--- src/rtl/operation.sv ---
// operation: 9x9 box-mean filter, 81 x 10-bit pixels -> one 10-bit mean, 3-cycle latency.
// Build macro OPERATION_ROUND_EN selects round-half-up; otherwise the mean is truncated.
module operation (
  input  logic         clk,
  input  logic         rst,
  input  logic [809:0] data_bus,
  input  logic         refresh,
  output logic [9:0]   out
);

  localparam int N  = 9;
  localparam int PW = 10;

  typedef logic [PW-1:0] pix_t;
  typedef logic [13:0]   row_t;
  typedef logic [16:0]   sum_t;

  // floor(x/81) == (x*207127)>>24 holds for all x < 2^24/71
  localparam logic [34:0] RECIP = 35'd207127;
  localparam int          SHIFT = 24;

  logic [N*N*PW-1:0] win_q;
  logic              v0_q;

  row_t              row_d [N];
  row_t              row_q [N];
  logic              v1_q;

  sum_t              sum_d;
  sum_t              sum_q;
  logic              v2_q;

  sum_t              num;
  logic [34:0]       prod;
  pix_t              quo;

  always_ff @(posedge clk or posedge rst) begin
    if (rst) begin
      win_q <= '0;
      v0_q  <= 1'b0;
    end else begin
      v0_q <= refresh;
      if (refresh) begin
        win_q <= data_bus;
      end
    end
  end

  always_comb begin
    for (int r = 0; r < N; r++) begin
      row_d[r] = '0;
    end
    for (int r = 0; r < N; r++) begin
      for (int c = 0; c < N; c++) begin
        row_d[r] = row_d[r]
                 + row_t'(win_q[PW*(r*N+c) +: PW]);
      end
    end
  end

  always_ff @(posedge clk or posedge rst) begin
    if (rst) begin
      for (int r = 0; r < N; r++) begin
        row_q[r] <= '0;
      end
      v1_q <= 1'b0;
    end else begin
      v1_q <= v0_q;
      if (v0_q) begin
        for (int r = 0; r < N; r++) begin
          row_q[r] <= row_d[r];
        end
      end
    end
  end

  always_comb begin
    sum_d = '0;
    for (int r = 0; r < N; r++) begin
      sum_d = sum_d + sum_t'(row_q[r]);
    end
  end

  always_ff @(posedge clk or posedge rst) begin
    if (rst) begin
      sum_q <= '0;
      v2_q  <= 1'b0;
    end else begin
      v2_q <= v1_q;
      if (v1_q) begin
        sum_q <= sum_d;
      end
    end
  end

`ifdef OPERATION_ROUND_EN
  assign num = sum_q + sum_t'(40);
`else
  assign num = sum_q;
`endif

  assign prod = {18'd0, num} * RECIP;
  assign quo  = PW'(prod >> SHIFT);

  always_ff @(posedge clk or posedge rst) begin
    if (rst) begin
      out <= '0;
    end else if (v2_q) begin
      out <= quo;
    end
  end

endmodule

--- config.mk ---
export PLATFORM = sky130hd
export DESIGN_NAME = operation
export DESIGN_NICKNAME = d
export VERILOG_FILES = /design/src/rtl/operation.sv
export SDC_FILE = /design/constraint.sdc
export NUM_CORES = 2
export LEC_CHECK = 0
export CORE_MARGIN = 1.5
export CORE_UTILIZATION = 49
export DETAILED_ROUTE_END_ITERATION = 12
export PLACE_DENSITY = 0.68
export SLEW_MARGIN = 5
export SYNTH_ARGS = -nofsm -noshare
export SYNTH_HDL_FRONTEND = slang
export SYNTH_SLANG_ARGS = --single-unit
--- constraint.sdc ---
create_clock -name clk -period 50.7 [get_ports clk]
set_clock_uncertainty 0.1 [all_clocks]
set_input_delay 7.605 -clock clk [delete_from_list [all_inputs] [get_ports clk]]
set_output_delay 7.605 -clock clk [all_outputs]
set_load 0.01 [all_outputs]
==> summary by stage <==
Clocking
The H-tree generated during clock tree synthesis spans 3 levels. The post-CTS repair timing setup buffer count is 0. Clock tree synthesis selected as its root buffer the cell sky130_fd_sc_hd__clkbuf_16. Gates resized during post-CTS repair numbered 0. The clock edge transition at the registers on the reported setup and hold paths is 0.06 ns. TritonCTS built the clock tree. The clock reaches the later pin of the worst-skew pair after 0.70 ns. The number of hold buffers added after CTS is 0. The clock passes through at most 3 buffers.

TritonCTS created 106 clock buffers. The total clock sinks is 966.

Final layout
After the last flow step, the layout net total stands at ~7300. The layout has 9827 filler cells. The filler-free cell count of the finished design is 7146. In the final layout, the share of cells above drive strength 1 is 0.1935. The area growth from synthesis to layout is 22.38%.

Worst setup path
The kind of launch point of the worst setup path is an input port. The worst setup slack for register-to-register paths is 44.82 ns. In this run the worst path has a maximum fanout of 111. For the worst setup path, the data arrival time is 10.58 ns. The worst endpoint required time is 51.17 ns. The worst register-to-register path begins at num[9]. Counting cells, the worst reg-to-reg path comes to 19. The endpoint of the lowest-slack register-to-register path is out[8]. The path type of the worst setup path is in2reg. The worst setup path is captured at a flip-flop.

Route
For this block, the via count after detailed routing is 36050. The total length of routed wires is ~150 mm. The first routing iteration left between 1500 and 2000 violations.

In the routed design, unresolved DRC markers number 0. The number of vias per cell after detailed routing is 5.045. The routed length per placed instance is 21.25 um.

The first-pass iteration count of the detailed router is 5. The count of nets left with antenna violations once routing finished came out at 0.

Synth
After synthesis, the cell types taking the most area are sky130_fd_sc_hd__dfrtp_1, sky130_fd_sc_hd__fa_1, sky130_fd_sc_hd__mux2_2. The net count after synthesis is 6503. The flip-flop and latch count after synthesis is 966.

The compound-cell area share of the yosys netlist came to 0.03867. The synthesized cell area is 61440 um^2. Yosys mapped a number of flops with a built-in enable equal to 0. The post-synthesis adder-cell area fraction is 0.3215. The post-synthesis share of cell area spent on and, or, nand and nor gates is 0.01937.

The share of synthesized flip-flops with an asynchronous set or reset is 1.000. The post-synthesis cell count is 4587. The number of library cell types mapped by synthesis is between 50 and 60. The average size of a mapped cell is 13.39 um^2. The number of warning messages in the yosys log is 0. In the synthesized netlist the dominant register cell turns out to be sky130_fd_sc_hd__dfrtp_1.

Measured against the total synthesized area, the mux share comes to 0.1585. The dominant cell by count in the synthesized netlist is sky130_fd_sc_hd__dfrtp_1. The library cell occupying the most area in the post-synthesis netlist is sky130_fd_sc_hd__dfrtp_1.

By count the netlist is led by sky130_fd_sc_hd__dfrtp_1, sky130_fd_sc_hd__mux2_2, sky130_fd_sc_hd__inv_1. The proportion of netlist area held by the largest area contributor is 0.3934. For this run, the register share of the synthesized area comes to 0.3934. Of the total synthesized cell area, the portion taken by XOR and XNOR cells is 0.009551. After synthesis, the largest family of logic cells by area is adder cells.

Global routing
The maximum number of pins on one net before global-route repair is 181. The first global-routing pass estimated 234.9 mm of wire. The global-route usage over all layers is 0.2455. The total congestion overflow is 0.

The number of global-route vias before repair is 40380. The number of antenna violations at the first check in global routing came to 22.

Placement
The number of placed instances, taps included, is 6945. The placer congestion estimate is 0.8987. The total half-perimeter wirelength after legalization and detailed placement is approximately 120 mm.

The count of port buffers added during placement is a little over 800.

Timing
The number of hold violations in the final report was 0. In the finished design, the share of the clock period the worst path needs comes to 0.1995. Derived from the worst setup path, the maximum achievable clock frequency is 98.88 MHz. The minimum clock period after layout is roughly 10 ns. The count of final max-slew check failures is 0. The relative max-transition margin is 0.2539. The sum of negative setup slack is 0 ns. The final-report setup violation count is 0.

Setup repair after global routing left no endpoint under its margin. At the pin with the least slew margin, the transition time is ~1.1 ns.

Die
The core footprint is 124100 um^2. The die is 357.1 um tall. The die is 357.1 um wide. The effective utilization at floorplan is 0.4950.

The number of primary I/O pins is 823. The total number of placement rows is 129. The floorplan step defined a die boundary enclosing 127500 um^2.

Worst hold path
The hold-critical path depth is 2. The worst hold path begins at row_q[73]. The type of the tightest min-delay check is reg2reg.

The sink of the worst hold path is row_q[73].

Outcome
The flow ran to the end, and the final reports show no timing, DRC or antenna violations.

Run
Across the run, the number of max-cap violations was 0.
-- placed cells by master (no fill, tap or decap), types with 8 or more instances in the layout --
| cell type | count |
|---|---|
| sky130_fd_sc_hd__o211ai_1 | 20 |
| sky130_fd_sc_hd__clkbuf_1 | 26 |
| sky130_fd_sc_hd__dfrtp_1 | 965 |
| sky130_fd_sc_hd__and3_1 | 8 |
| sky130_fd_sc_hd__inv_1 | 842 |
| sky130_fd_sc_hd__nand3_1 | 10 |
| sky130_fd_sc_hd__clkinv_2 | 14 |
| sky130_fd_sc_hd__a31oi_1 | 9 |
| sky130_fd_sc_hd__nor3_1 | 42 |
| sky130_fd_sc_hd__diode_2 | 11 |
| sky130_fd_sc_hd__nor2b_1 | 22 |
| sky130_fd_sc_hd__buf_4 | 11 |
| sky130_fd_sc_hd__o31a_1 | 10 |
| sky130_fd_sc_hd__a21boi_0 | 10 |
| sky130_fd_sc_hd__clkbuf_8 | 20 |
| sky130_fd_sc_hd__mux2_2 | 863 |
| sky130_fd_sc_hd__xnor2_1 | 43 |
| sky130_fd_sc_hd__ha_1 | 310 |
| sky130_fd_sc_hd__clkdlybuf4s50_1 | 821 |
| sky130_fd_sc_hd__nand2_1 | 77 |
| sky130_fd_sc_hd__o21ai_0 | 99 |
| sky130_fd_sc_hd__o21bai_1 | 9 |
| sky130_fd_sc_hd__a21o_1 | 43 |
| sky130_fd_sc_hd__nor2_1 | 71 |
| sky130_fd_sc_hd__a21oi_1 | 73 |
| sky130_fd_sc_hd__clkbuf_16 | 109 |
| sky130_fd_sc_hd__xor2_1 | 24 |
| sky130_fd_sc_hd__fa_1 | 793 |
| sky130_fd_sc_hd__o31ai_1 | 15 |
| sky130_fd_sc_hd__bufinv_16 | 14 |
| sky130_fd_sc_hd__o21a_1 | 41 |
| sky130_fd_sc_hd__a211oi_1 | 19 |
-- kinds of logic (layout without fill, tap and decap cells) --
logic type,Yosys count,in the layout
adders and majority gates,1103,1103
DFF,966,966
buffers and inverters,962,1873
muxes,865,865
AOI/OAI and AO/OA,367,367
and+or+nand+nor,257,257
xor gates and xnor gates,67,67
other,0,11
-- through the flow --
step           hold WS (ns)    util  cell area [um^2]  worst slack, ns
2_1_floorplan        0.2519       -             61440            15.82
3_3_place_gp         0.3897  0.5759             71480            39.92
3_5_place_dp         0.3933  0.5759             71480            39.94
4_1_cts              0.4131  0.6056             75160            40.68
5_1_grt              0.4275  0.6058             75190            40.34
6_report             0.4110  0.6058             75190            40.59
-- per-layer routing --
layer  wire length, um  global-route usage
met3              5519             0.03474
met5                86                   0
met4              4542             0.07568
met2             79700              0.4331
met1             61980              0.3136
-- critical path: stages --
cell                     delay [ns]
sky130_fd_sc_hd__buf_8         0.60
sky130_fd_sc_hd__buf_4         0.84
sky130_fd_sc_hd__buf_4         0.93
sky130_fd_sc_hd__mux2_2        0.43
-- sequential cells by signal, indices dropped and copies added, names as in the netlist --
register,cells
v0_q,1
num,17
row_q,126
v2_q,1
win_q,810
out,10
v1_q,1
-- area by class of cell --
class                   count  area (um^2)  share of cell area
diodes                     11        27.53           0.0003661
clock inverters            35        579.3            0.007704
flip-flops and latches    966        24180              0.3215
well taps                1637         2048             0.02724
repair buffers            839         8436              0.1122
inverters                 844         3178             0.04227
clock buffers             155         3100             0.04123
multi-input cells        2659        33640              0.4475
-- how the worst max path moves through the flow --
stage	from	endpoint	slack, ns	cells past startpoint
CTS	refresh	win_q[128]	40.68	4
detailed placement	refresh	win_q[128]	39.94	4
finish	refresh	win_q[128]	40.59	4
floorplan	rst	num[0]	15.82	1
global route	rst	win_q[127]	40.34	4
global placement	refresh	win_q[497]	39.92	4
Power is not shown: default switching activity piles up to over one toggle a cycle in this logic, so the estimate is an artifact.
